File: config.mk
export PLATFORM = sky130hd
export DESIGN_NAME = alu_input_sequencer
export DESIGN_NICKNAME = d
export VERILOG_FILES = /design/src/rtl/alu_seq_pkg.sv /design/src/rtl/btn_edge_detect.sv /design/src/rtl/alu_input_sequencer.sv
export SDC_FILE = /design/constraint.sdc
export NUM_CORES = 1
export LEC_CHECK = 0
export CORE_MARGIN = 2
export CORE_UTILIZATION = 25
export DETAILED_ROUTE_END_ITERATION = 16
export PLACE_DENSITY = 0.55
export SLEW_MARGIN = 10
export SYNTH_ARGS = -nofsm -noshare
export SYNTH_HDL_FRONTEND = slang
export SYNTH_SLANG_ARGS = --single-unit
File: constraint.sdc
create_clock -name i_clk -period 2.5 [get_ports i_clk]
set_clock_uncertainty 0.2 [all_clocks]
set_input_delay 0.25 -clock i_clk [delete_from_list [all_inputs] [get_ports i_clk]]
set_output_delay 0.25 -clock i_clk [all_outputs]
set_load 0.03 [all_outputs]
File: src/rtl/alu_seq_pkg.sv
// Shared definitions for the ALU input sequencer: FSM state encoding and the ALU
// opcode map used by the ALU, the sequencer and the bench.
package alu_seq_pkg;

  localparam int unsigned StateWidth = 3;

  // Encoding is visible on the debug LEDs, so values are fixed explicitly.
  typedef enum logic [StateWidth-1:0] {
    StWaitA  = 3'd0,
    StWaitB  = 3'd1,
    StWaitOp = 3'd2,
    StExec   = 3'd3,
    StShow   = 3'd4
  } state_e;

  localparam logic [5:0] OpAdd = 6'h20;
  localparam logic [5:0] OpSub = 6'h22;
  localparam logic [5:0] OpAnd = 6'h24;
  localparam logic [5:0] OpOr  = 6'h25;
  localparam logic [5:0] OpXor = 6'h26;
  localparam logic [5:0] OpSrl = 6'h02;
  localparam logic [5:0] OpSra = 6'h03;
  localparam logic [5:0] OpNor = 6'h27;

  // States in which a load-A press starts a new operand sequence.
  function automatic logic accepts_load_a(state_e s);
    return (s == StWaitA) || (s == StShow);
  endfunction

endpackage

File: src/rtl/btn_edge_detect.sv
// Button front end: two-flop synchronizer followed by a rising-edge detector.
// A held level produces a single one-cycle pulse, asserted two edges after the
// level is first sampled, so the consumer acts on the third edge.
module btn_edge_detect (
  input  logic i_clk,
  input  logic i_rst_n,
  input  logic i_btn,
  output logic o_pulse
);

  logic r_sync1;
  logic r_sync2;
  logic r_prev;

  // Synchronize the asynchronous level and remember its previous value.
  always_ff @(posedge i_clk) begin
    if (!i_rst_n) begin
      r_sync1 <= 1'b0;
      r_sync2 <= 1'b0;
      r_prev  <= 1'b0;
    end else begin
      r_sync1 <= i_btn;
      r_sync2 <= r_sync1;
      r_prev  <= r_sync2;
    end
  end

  assign o_pulse = r_sync2 & ~r_prev;

endmodule

File: src/rtl/alu_input_sequencer.sv
// Front-end controller for the 8-bit combinational ALU: captures operand A,
// operand B and the opcode from the switches in strict button order, feeds the
// ALU from registers and latches its result for the LEDs.
// Optional feature macro: ALU_SEQ_FLAGS_EN adds registered o_zero / o_neg flags.
// NB_DATA must be >= NB_OPCODE since the opcode is taken from the low switch bits.
module alu_input_sequencer
  import alu_seq_pkg::*;
#(
  parameter int unsigned NB_DATA   = 8,
  parameter int unsigned NB_OPCODE = 6
) (
  input  logic                 i_clk,
  input  logic                 i_rst_n,
  input  logic [NB_DATA-1:0]   i_sw,
  input  logic                 i_btn_a,
  input  logic                 i_btn_b,
  input  logic                 i_btn_op,
  output logic [NB_DATA-1:0]   o_alu_op_1,
  output logic [NB_DATA-1:0]   o_alu_op_2,
  output logic [NB_OPCODE-1:0] o_alu_opcode,
  input  logic [NB_DATA-1:0]   i_alu_result,
  output logic [NB_DATA-1:0]   o_result,
  output logic                 o_result_valid,
  output logic [2:0]           o_state
`ifdef ALU_SEQ_FLAGS_EN
  ,
  output logic                 o_zero,
  output logic                 o_neg
`endif
);

  logic w_pulse_a;
  logic w_pulse_b;
  logic w_pulse_op;

  state_e               r_state;
  state_e               w_state_next;
  logic [NB_DATA-1:0]   r_a;
  logic [NB_DATA-1:0]   w_a_next;
  logic [NB_DATA-1:0]   r_b;
  logic [NB_DATA-1:0]   w_b_next;
  logic [NB_OPCODE-1:0] r_op;
  logic [NB_OPCODE-1:0] w_op_next;
  logic [NB_DATA-1:0]   r_result;
  logic [NB_DATA-1:0]   w_result_next;
  logic                 r_valid;
  logic                 w_valid_next;

  btn_edge_detect u_edge_a (
    .i_clk   (i_clk),
    .i_rst_n (i_rst_n),
    .i_btn   (i_btn_a),
    .o_pulse (w_pulse_a)
  );

  btn_edge_detect u_edge_b (
    .i_clk   (i_clk),
    .i_rst_n (i_rst_n),
    .i_btn   (i_btn_b),
    .o_pulse (w_pulse_b)
  );

  btn_edge_detect u_edge_op (
    .i_clk   (i_clk),
    .i_rst_n (i_rst_n),
    .i_btn   (i_btn_op),
    .o_pulse (w_pulse_op)
  );

  // State and operand/result registers; reset discards any partial sequence.
  always_ff @(posedge i_clk) begin
    if (!i_rst_n) begin
      r_state  <= StWaitA;
      r_a      <= '0;
      r_b      <= '0;
      r_op     <= '0;
      r_result <= '0;
      r_valid  <= 1'b0;
    end else begin
      r_state  <= w_state_next;
      r_a      <= w_a_next;
      r_b      <= w_b_next;
      r_op     <= w_op_next;
      r_result <= w_result_next;
      r_valid  <= w_valid_next;
    end
  end

  // Next-state logic: only the pulse matching the current state is honoured,
  // other pulses are dropped rather than queued.
  always_comb begin
    w_state_next  = r_state;
    w_a_next      = r_a;
    w_b_next      = r_b;
    w_op_next     = r_op;
    w_result_next = r_result;
    w_valid_next  = r_valid;
    unique case (r_state)
      StWaitA, StShow: begin
        if (w_pulse_a && accepts_load_a(r_state)) begin
          w_a_next     = i_sw;
          w_valid_next = 1'b0;
          w_state_next = StWaitB;
        end
      end
      StWaitB: begin
        if (w_pulse_b) begin
          w_b_next     = i_sw;
          w_state_next = StWaitOp;
        end
      end
      StWaitOp: begin
        if (w_pulse_op) begin
          w_op_next    = i_sw[NB_OPCODE-1:0];
          w_state_next = StExec;
        end
      end
      StExec: begin
        // ALU has had a full cycle to settle on the freshly loaded opcode.
        w_result_next = i_alu_result;
        w_valid_next  = 1'b1;
        w_state_next  = StShow;
      end
      default: begin
        w_state_next = StWaitA;
      end
    endcase
  end

`ifdef ALU_SEQ_FLAGS_EN
  logic r_zero;
  logic r_neg;

  // Flags are captured together with the result so they always describe o_result.
  always_ff @(posedge i_clk) begin
    if (!i_rst_n) begin
      r_zero <= 1'b0;
      r_neg  <= 1'b0;
    end else if (r_state == StExec) begin
      r_zero <= (i_alu_result == '0);
      r_neg  <= i_alu_result[NB_DATA-1];
    end
  end

  assign o_zero = r_zero;
  assign o_neg  = r_neg;
`else
  // Flags disabled: no extra registers or ports.
`endif

  assign o_alu_op_1     = r_a;
  assign o_alu_op_2     = r_b;
  assign o_alu_opcode   = r_op;
  assign o_result       = r_result;
  assign o_result_valid = r_valid;
  assign o_state        = r_state;

endmodule

# [Word-level counts from Yosys, hierarchy flattened]
# Cells that the tools add are included.
[classes] n_eq_ne=7 mux=6 bitwise_logic=6 n_reduce_logical=10
[op_table] op="$pmux W3 S4" count=1
[op_table] op="$mux W3" count=3
[op_table] op="$reduce_and A2 Y1" count=4
[op_table] op="$eq A3 B2 Y1 const B" count=2
[op_table] op="$ne A2 B1 Y1 const B" count=2
[op_table] op="$and A1 B1 Y1" count=3
[op_table] op="$eq A3 B1 Y1 const B" count=1
[op_table] op="$eq A3 B3 Y1 const B" count=1
[op_table] op="$logic_not A3 Y1" count=1
[op_table] op="$not A1 Y1" count=3
[op_table] op="$reduce_and A3 Y1" count=1
[op_table] op="$ne A2 B2 Y1 const B" count=1
[op_table] op="$pmux W1 S2" count=1
[op_table] op="$reduce_bool A2 Y1" count=1
[op_table] op="$reduce_or A2 Y1" count=1
[op_table] op="$logic_and A1 B1 Y1" count=1
[op_table] op="$logic_or A1 B1 Y1" count=1
[op_table] op="$mux W1" count=1
[word_totals] ff_bits=43 in_bits=21 output_inout_bits=34 wordCells=44

# [Longest topological paths before layout]
# Gate-level depths: netlist (run 1).
[depth] word_depth=5 ltp_mapped=5

# [Modules after synthesis]
# Synthesis (run 1) repeated with hierarchy kept, for this count alone.
[unflattened] cells_unflattened=145 hier_area_um2=1616.6
[by_module_without_submodules] mod="alu_input_sequencer" n_inst=1 cells_per_inst=124 area_each_um2=1338.8 seq_area_each_um2=680.7
[by_module_without_submodules] mod="btn_edge_detect" n_inst=3 cells_per_inst=7 area_each_um2=92.6 seq_area_each_um2=60.1

# [Worst setup path before layout (run 1)]
# No wires, ideal clock.
[synth_timing] path_type="register to register" startpoint="register r_state[1] (netlist: o_state[1])" endpoint="register r_valid (netlist: o_result_valid)" arrival_ps=1352 required_time_ps=2172 path_slack_ps=820 path_stages_with_launch=6 cell_sequence="dfxtp_1 -> buf_6 -> or4b_4 -> buf_6 -> nand2_2 -> a21boi_1"
[synth_between] elab_chain_cells=5 elab_cells_between_ends=10 classes_between="3 x eq/ne; 1 x mux; 6 x reduce/logical"
[synth_rtl] item="from (decl)" line="alu_input_sequencer.sv:36" rtl="state_e r_state;"
[synth_rtl] item="from (signal assigned)" line="alu_input_sequencer.sv:73" rtl="r_state <= StWaitA;"
[synth_rtl] item="from (signal assigned)" line="alu_input_sequencer.sv:80" rtl="r_state <= w_state_next;"
[synth_rtl] item="$eq A3 B3 Y1 or $logic_not A3 Y1 (tied branches)" line="alu_seq_pkg.sv:27, alu_input_sequencer.sv:98"
[synth_rtl] item="$logic_or A1 B1 Y1" line="alu_seq_pkg.sv:27" rtl="return (s == StWaitA) || (s == StShow);"
[synth_rtl] item="$logic_and A1 B1 Y1" line="alu_input_sequencer.sv:100" rtl="if (w_pulse_a && accepts_load_a(r_state)) begin"
[synth_rtl] item="$ne A2 B2 Y1 (no source line)"
[synth_rtl] item="$reduce_and A2 Y1 (no source line)"
[synth_rtl] item="to (signal assigned)" line="alu_input_sequencer.sv:85" rtl="r_valid <= w_valid_next;"
[synth_rtl] item="to (decl)" line="alu_input_sequencer.sv:46" rtl="logic r_valid;"
# Several ways; a longest one is shown, not always the timed one.
# A chain may end at the register's enable or synchronous reset.

# [Worst setup path in the final report (run 1)]
[layout_timing] startpoint="register r_state[1] (netlist: o_state[1])" endpoint="output o_state[1]"
[layout_lines] item="to (decl)" line="alu_input_sequencer.sv:24" rtl="output logic [2:0] o_state"
# No word-level cell between the ends.

==> flow_metrics.py, run 1 <==
metrics = {
    "power_and_ir_drop": {
        "p_per_area_nw_per_um2": 684,
        "ir_worst_vdd_uv": 318,
        "p_leak_nw": 0.945,
    },
    "grt": {
        "grt_usage_pct": 10.6,
        "grt_pass1_wl_um": 5900,
        "antenna_found_initial": 0,
        "grt_pass1_vias": 1178,
        "grt_start_max_net_pins": 52,
        "grt_remaining_overflow": 0,
    },
    "die": {
        "rows": 29,
        "coreArea_um2": 6350,
        "start_util_pct": 25.7,
        "ioPinCount": 55,
        "dieWidth_um": 84.8,
        "dieArea_um2": 7190,
        "die_h_um": 84.8,
    },
    "route": {
        "ant_nets": 0,
        "num_vias": 1228,
        "wl_per_cell_um": 12.3,
        "drc": 0,
        "firstDrtPassIters": 4,
        "drt-vias-per-instance": 4.22,
        "drtIter0Drc": 64,
        "routed_wl_um": 3570,
    },
    "logic_synthesis": {
        "synth.avg_cell_area_um2": 10.3,
        "yosys_warnings": 0,
        "synth_top_flop_cell": "dfxtp_1",
        "synthDistinctLibCells": 24,
        "ys_ff_latch": 43,
        "synthTopCellsByArea": "dfxtp_1 53%, mux2i_1 13%, nand2_1 9.0%, a21boi_1 4.6%, nor2b_1 4.2%",
        "yosysTopAreaCellShare_pct": 52.7,
        "netlist_area_um2": 1630,
        "yosysSeqAreaShare_pct": 52.7,
        "synth_most_common_cell": "dfxtp_1",
        "synth_fp_nets": 180,
        "synth_edf_count": 0,
        "synthTopCellsByCount": "43 x dfxtp_1, 39 x nand2_1, 22 x mux2i_1",
        "netlist_instances": 159,
        "yosysTopAreaCell": "dfxtp_1",
        "async_reset_ff_share_pct": 0,
    },
    "placed_design": {
        "place_hpwl_um": 2420,
        "place_congestion": 0.626,
        "io_buffers": 54,
    },
    "clock_tree": {
        "cts_setup_buffers": 0,
        "clk_latency_ns": 0.30,
        "cts-buffers-inserted": 5,
        "hold_buffers": 0,
        "clkTransAtPathRegs_ns": 0.09,
        "post_cts_resized": 0,
        "cts.sinks": 43,
        "ctsLongestPathBuffers": 2,
        "htreeDepth": 2,
        "cts_tree": "yes",
        "cts_root_buffer": "clkbuf_8",
    },
    "min_path": {
        "hold_class": "flop to flop",
        "min_path_cells": 1,
        "hold_start": "u_edge_a.r_sync1",
    },
    "layout": {
        "post-route-util_pct": 37.3,
        "fill_cells": 638,
        "fin_nets": 234,
        "multi_input_area_um2": 714,
        "area_growth_pct": 45.2,
        "final-seq-area_um2": 861,
        "drive_above_1_share_pct": 7.48,
        "n_antenna_cell": 0,
    },
    "job": {
        "cap_violations": 0,
    },
    "outcome": {
        "outcome": "completed",
    },
    "worst_setup_path": {
        "cp-end-kind": "output pin",
        "crit_required_ns": 2.05,
        "r2r_slack_ns": 0.68,
        "startpoint_type": "flop",
        "path_depth": 1,
        "r2r_start": "o_state[1]",
        "cp_cell_sequence": "clkdlybuf4s50_1",
        "cp.arrival_ns": 1.66,
        "rr_worst_depth": 3,
        "crit_family": "buffers and inverters",
        "critPathMaxFanout": 10,
        "critPathKind": "flop to output pin",
        "critPathBufInv": 1,
        "worstSetupStartpoint": "o_state[1]",
        "slowest_stage": "clkdlybuf4s50_1",
        "crit_path_max_incr_delay_ns": 0.76,
    },
    "timing": {
        "fmax_mhz": 474,
        "rsz0062_at_grt": "false",
        "setup_viol": 0,
        "final.min_clock_period_ns": 2.11,
        "drv_slew": 0,
        "hold_viol": 0,
        "post-route-period-util_pct": 84.5,
        "max_slew.worst_pin.slew_ns": 0.606,
        "timing.slew.headroom_pct": 59.5,
        "finalSetupTns_ns": 0,
    },
}
[where the power goes]
| group | leakage, nW | switching [mW] | internal [mW] |
|---|---|---|---|
| Combinational | 0.526 | 0.106 | 0.109 |
| Sequential | 0.349 | 0.0351 | 0.712 |
| Clock | 0.0703 | 0.255 | 0.406 |
| Total | 0.945 | 0.396 | 1.23 |
[metrics by stage]
| step | instance area (µm²) | power (mW) | hold slack, ns | cells | setup WS [ns] |
|---|---|---|---|---|---|
| 3_3_place_gp | 2230 | 0.981 | 0.219 | 283 | 0.689 |
| 6_report | 2370 | 1.62 | 0.244 | 291 | 0.388 |
| 2_1_floorplan | 1630 | 0.898 | 0.177 | 159 | 0.820 |
| 3_5_place_dp | 2230 | 0.983 | 0.222 | 283 | 0.629 |
| 4_1_cts | 2370 | 1.65 | 0.245 | 291 | 0.368 |
| 5_1_grt | 2370 | 1.71 | 0.281 | 291 | 0.267 |
[sequential cells by signal, indices dropped and copies added, names as in the netlist, 3 cells and up]
| signal | cells |
|---|---|
| o_alu_op_1 | 8 |
| o_alu_op_2 | 8 |
| o_alu_opcode | 6 |
| o_result | 8 |
| o_state | 3 |
[final cells by class]
type,count,share of cell area (%)
tap,77,4.06
multi-input combinational,106,30.1
timing repair buffer,56,23.4
clock inverter,3,3.01
inverter,1,0.158
clock buffer,5,2.90
sequential,43,36.3
[layout by cell type, fill, tap and decap left out]
cell type | netlist | final
a21boi_1 | 10 | 10
a21oi_1 | 1 | 1
and2_1 | 9 | 9
and4b_1 | 1 | 1
buf_4 | 1 | 2
bufinv_16 | 0 | 2
clkbuf_8 | 0 | 5
clkdlybuf4s50_1 | 0 | 54
dfxtp_1 | 43 | 43
inv_1 | 1 | 1
inv_8 | 0 | 1
mux2i_1 | 22 | 22
nand2_1 | 39 | 39
nand2_2 | 2 | 2
nand2b_1 | 1 | 1
nand2b_4 | 1 | 1
nand3b_1 | 2 | 2
nor2b_1 | 11 | 11
nor3b_1 | 1 | 1
nor3b_2 | 1 | 1
nor4b_4 | 1 | 1
o221ai_1 | 1 | 1
or4b_1 | 1 | 1
or4b_4 | 1 | 1
xor2_1 | 1 | 1
[worst reg2reg max path: stages, from the launching register on]
cell      delay [ns]
dfxtp_1         0.61
nand3b_1        0.54
mux2i_1         0.31
nor2b_1         0.06
[cells by family after synthesis]
group           synth area share, %
buf+inv                        3.52
flops                          52.7
mux                            13.5
simple gates                   24.3
xor+xnor                      0.536
compound gates                 5.44
[metal layers]
metal  global-route usage, %  routed length [µm]  part of all wire (%)  vias up
li1                        -                   -                     -      625
met3                    4.18                 216                   6.0        5
met1                    14.5                1710                    48      567
met4                    3.90                  35                  0.98        0
met5                       0                   0                     0        -
met2                    15.2                1610                    45       31
[final timing paths]
path / endpoint
hold / removal: u_edge_a.r_sync2
setup / recovery: o_state[1]
hold reg to reg: u_edge_a.r_sync2
setup reg to reg: o_result[4]
Power figures use the tool's default switching activity.
==> run 2, diff against run 1 <==
==> constraint.sdc (replaced) <==
create_clock -name i_clk -period 2.15 [get_ports i_clk]
set_clock_uncertainty 0.2 [all_clocks]
set_input_delay 0.215 -clock i_clk [delete_from_list [all_inputs] [get_ports i_clk]]
set_output_delay 0.215 -clock i_clk [all_outputs]
set_load 0.03 [all_outputs]
==> run 2 against run 1 <==
Compared with the run above: sequential share of layout area fell by 0.19 points; combinational power increased by 19%; via count up 0.65%; largest power group unchanged.
==> flow_metrics.py, run 2 (same netlist as run 1, synthesis figures left out) <==
metrics = {
    "timing": {
        "setup_viol": 0,
        "hold_viol": 0,
        "rsz0062_at_grt": "false",
        "whs_ns": 0.236,
        "drv_slew": 0,
        "fmax_mhz": 487,
        "final.min_clock_period_ns": 2.05,
        "max_slew.worst_pin.slew_ns": 0.591,
        "timing.slew.headroom_pct": 60.4,
        "post-route-period-util_pct": 95.5,
        "finalSetupTns_ns": 0,
    },
    "grt": {
        "grt_pass1_vias": 1118,
        "antenna_found_initial": 0,
        "grt_remaining_overflow": 0,
        "grt_usage_pct": 10.2,
        "grt_start_max_net_pins": 52,
        "grt_pass1_wl_um": 5660,
    },
    "die": {
        "dieWidth_um": 84.8,
        "coreArea_um2": 6350,
        "rows": 29,
        "die_h_um": 84.8,
        "ioPinCount": 55,
        "dieArea_um2": 7190,
        "start_util_pct": 25.7,
    },
    "worst_setup_path": {
        "cp_cell_sequence": "clkdlybuf4s50_1",
        "critPathMaxFanout": 10,
        "slowest_stage": "clkdlybuf4s50_1",
        "critPathBufInv": 1,
        "startpoint_type": "flop",
        "crit_family": "buffers and inverters",
        "crit_path_max_incr_delay_ns": 0.75,
        "cp-end-kind": "output pin",
        "crit_required_ns": 1.74,
        "critPathKind": "flop to output pin",
        "cp.arrival_ns": 1.64,
    },
    "layout": {
        "final_area_um2": 2380,
        "fill_cells": 640,
        "n_antenna_cell": 0,
        "area_growth_pct": 46.0,
        "fin_nets": 235,
        "multi_input_area_um2": 714,
        "post-route-util_pct": 37.5,
        "final-seq-area_um2": 861,
        "layout.cells.most_common_list": "54 x clkdlybuf4s50_1, 43 x dfxtp_1, 39 x nand2_1",
        "drive_above_1_share_pct": 7.44,
        "layout_commonest_cell": "clkdlybuf4s50_1",
    },
    "route": {
        "wl_per_cell_um": 12.3,
        "wl_met1_um": 1750,
        "routed_wl_um": 3600,
        "top_layer_used": "met4",
        "drc": 0,
        "num_vias": 1236,
        "met2_length_um": 1600,
        "wl_met3_um": 223,
        "firstDrtPassIters": 4,
        "ant_nets": 0,
        "drt-vias-per-instance": 4.23,
        "drtIter0Drc": 41,
    },
    "power_and_ir_drop": {
        "p_leak_nw": 0.949,
        "p_per_area_nw_per_um2": 780,
        "ir_worst_vdd_uv": 355,
    },
    "placed_design": {
        "place_hpwl_um": 2400,
        "placed_cell_area_um2": 2250,
        "place_congestion": 0.662,
        "io_buffers": 54,
    },
    "clock_tree": {
        "cts-buffers-inserted": 5,
        "cts_setup_buffers": 0,
        "post_cts_resized": 0,
        "hold_buffers": 0,
        "cts_tree": "yes",
        "htreeDepth": 2,
        "clk_latency_ns": 0.29,
        "cts.sinks": 43,
        "ctsLongestPathBuffers": 2,
        "clkTransAtPathRegs_ns": 0.08,
        "cts_root_buffer": "clkbuf_8",
    },
    "job": {
        "cap_violations": 0,
    },
    "min_path": {
        "hold_class": "flop to flop",
    },
    "outcome": {
        "outcome": "completed",
    },
}
[run 2: cell count changes in the layout (fill, tap and decap cells not counted), sizes merged]
cell    previous run  this run
clkbuf             5         6
inv                2         1
buf                2         3
[run 2: final timing paths]
path	from	to	slack, ns	cells past startpoint
worst min-delay path	u_edge_op.r_sync1	u_edge_op.r_sync2	0.24	1
worst max-delay path	o_state[1]	o_state[1]	0.1	1
worst max register to register	o_state[0]	o_alu_op_2[6]	0.47	3
worst min register to register	u_edge_op.r_sync1	u_edge_op.r_sync2	0.24	1
[run 2: area by class of cell]
type                            instances  share of cell area [%]
Clock buffer                            6                    3.04
Tap cell                               77                    4.04
Multi-Input combinational cell        106                    30.0
Sequential cell                        43                    36.1
Clock inverter                          2                    2.52
Timing Repair Buffer                   57                    24.1
Inverter                                1                   0.157
[run 2: power breakdown]
part           internal (mW)  switching [mW]
Combinational          0.130           0.126
Sequential             0.828          0.0403
Clock                  0.464           0.270
Total                   1.42           0.437
[run 2: layer usage]
| layer | up-vias | track usage (%) |
|---|---|---|
| met5 | - | 0 |
| met4 | 0 | 3.90 |
| met3 | 4 | 4.28 |
| met2 | 30 | 15.2 |
| met1 | 571 | 13.1 |
| li1 | 631 | - |
[run 2: metrics by stage]
| step | total power [mW] | std cells | setup slack (ns) |
|---|---|---|---|
| global placement | 1.14 | 284 | 0.431 |
| finish | 1.86 | 292 | 0.0959 |
| floorplan | 1.04 | 159 | 0.470 |
| CTS | 1.90 | 292 | 0.0730 |
| global route | 1.95 | 292 | 0.0343 |
| detailed placement | 1.15 | 284 | 0.415 |
==> run 3, diff against run 2 <==
==> constraint.sdc (replaced) <==
create_clock -name i_clk -period 2.15 [get_ports i_clk]
set_clock_uncertainty 0.2 [all_clocks]
set_input_delay 0.215 -clock i_clk [delete_from_list [all_inputs] [get_ports i_clk]]
set_output_delay 0.215 -clock i_clk [all_outputs]
set_load 0.1 [all_outputs]
==> run 3 against run 2 <==
Compared with the run above: non-clock buffer count unchanged; via count increased by 0.24%; sequential power increased by 0.5%; critical path type unchanged; largest power group unchanged.
==> flow_metrics.py, run 3 (same netlist as run 1, synthesis figures left out) <==
metrics = {
    "layout": {
        "layout.cells.most_common_list": "41 x dfxtp_1, 39 x nand2_1, 36 x buf_4",
        "n_antenna_cell": 0,
        "area_growth_pct": 37.8,
        "fin_nets": 235,
        "final_cells": 292,
        "layout_commonest_cell": "dfxtp_1",
        "drive_above_1_share_pct": 23.7,
        "post-route-util_pct": 35.4,
        "final_area_um2": 2250,
    },
    "grt": {
        "grt_pass1_wl_um": 5890,
        "grt_start_max_net_pins": 52,
        "grt_usage_pct": 10.5,
        "grt_remaining_overflow": 0,
        "grt_pass1_vias": 1213,
        "antenna_found_initial": 0,
    },
    "job": {
        "cap_violations": 0,
    },
    "placed_design": {
        "dp_cells": 284,
        "placed_cell_area_um2": 2170,
        "place_congestion": 0.723,
        "place_hpwl_um": 2490,
        "io_buffers": 54,
        "place_ws_ns": 0.607,
    },
    "worst_setup_path": {
        "cp.arrival_ns": 1.11,
        "slowest_stage": "dfxtp_2",
        "critPathKind": "flop to output pin",
        "crit_path_max_incr_delay_ns": 0.47,
        "cp_cell_sequence": "buf_4",
        "crit_required_ns": 1.74,
        "r2r_start": "o_state[0]",
        "critPathBufInv": 1,
        "startpoint_type": "flop",
        "regToRegEndpoint": "o_alu_op_2[1]",
        "rr_worst_depth": 3,
        "r2r_slack_ns": 0.63,
        "critPathMaxFanout": 10,
        "crit_family": "flip-flops",
        "cp-end-kind": "output pin",
    },
    "timing": {
        "setup_viol": 0,
        "post-route-period-util_pct": 70.7,
        "timing.slew.headroom_pct": 64.4,
        "final.min_clock_period_ns": 1.52,
        "max_slew.worst_pin.slew_ns": 0.532,
        "drv_slew": 0,
        "hold_viol": 0,
        "fmax_mhz": 658,
        "setup_ws_ns": 0.629,
        "rsz0062_at_grt": "false",
        "finalSetupTns_ns": 0,
        "whs_ns": 0.233,
    },
    "clock_tree": {
        "clkTransAtPathRegs_ns": 0.08,
        "htreeDepth": 2,
        "cts_root_buffer": "clkbuf_8",
        "cts_tree": "yes",
        "ctsLongestPathBuffers": 2,
        "hold_buffers": 0,
        "clk_latency_ns": 0.29,
        "cts.sinks": 43,
        "post_cts_resized": 0,
        "cts-buffers-inserted": 5,
        "cts_setup_buffers": 0,
    },
    "route": {
        "ant_nets": 0,
        "num_vias": 1239,
        "firstDrtPassIters": 4,
        "wl_per_cell_um": 12.3,
        "drtIter0Drc": 26,
        "routed_wl_um": 3590,
        "drc": 0,
        "drt-vias-per-instance": 4.24,
    },
    "min_path": {
        "min_path_cells": 1,
        "hold_start": "u_edge_a.r_sync1",
        "min_to": "u_edge_a.r_sync2",
        "hold_class": "flop to flop",
    },
    "power_and_ir_drop": {
        "power.total_mw": 1.74,
        "p_leak_nw": 0.995,
        "ir_worst_vdd_uv": 260,
        "p_per_area_nw_per_um2": 773,
    },
    "outcome": {
        "outcome": "completed",
    },
    "die": {
        "ioPinCount": 55,
        "coreArea_um2": 6350,
        "die_h_um": 84.8,
        "dieArea_um2": 7190,
        "dieWidth_um": 84.8,
        "start_util_pct": 25.7,
        "rows": 29,
    },
}
run 3: worst max-delay path by stage:
stage,start,to,slack (ns),depth (start not counted)
floorplan,o_state[2],o_result[0],0.16,4
global placement,o_state[0],o_alu_op_2[5],0.61,3
detailed placement,o_state[0],o_alu_op_2[1],0.61,3
CTS,o_state[0],o_alu_op_2[7],0.59,3
global route,o_state[0],o_alu_op_2[1],0.46,3
finish,o_state[1],o_state[1],0.63,1
run 3: power by group:
part	switching (mW)	internal [mW]
clock network	0.262	0.228
logic	0.257	0.120
registers	0.0417	0.830
total	0.560	1.18
run 3: area by class of cell:
cell class | count | area [µm²]
sequential | 43 | 863
clock buffer | 7 | 76.3
multi-input combinational | 106 | 714
clock inverter | 1 | 5.00
timing repair buffer | 57 | 490
inverter | 1 | 3.75
fill | 677 | 4100
tap | 77 | 96.3
run 3: layer usage:
layer / vias to the layer above / GRT usage (%) / share of wire [%]
met2: 33 / 16.3 / 49
met5: - / 0 / 0
met3: 2 / 3.21 / 5.3
li1: 629 / - / -
met4: 0 / 4.76 / 0.47
met1: 575 / 13.4 / 46
run 3: worst register-to-register path: stages (launching register included):
cell and delay (ns):
dfxtp_2 0.45, nor3b_1 0.32, nand2_2 0.25, mux2i_1 0.18
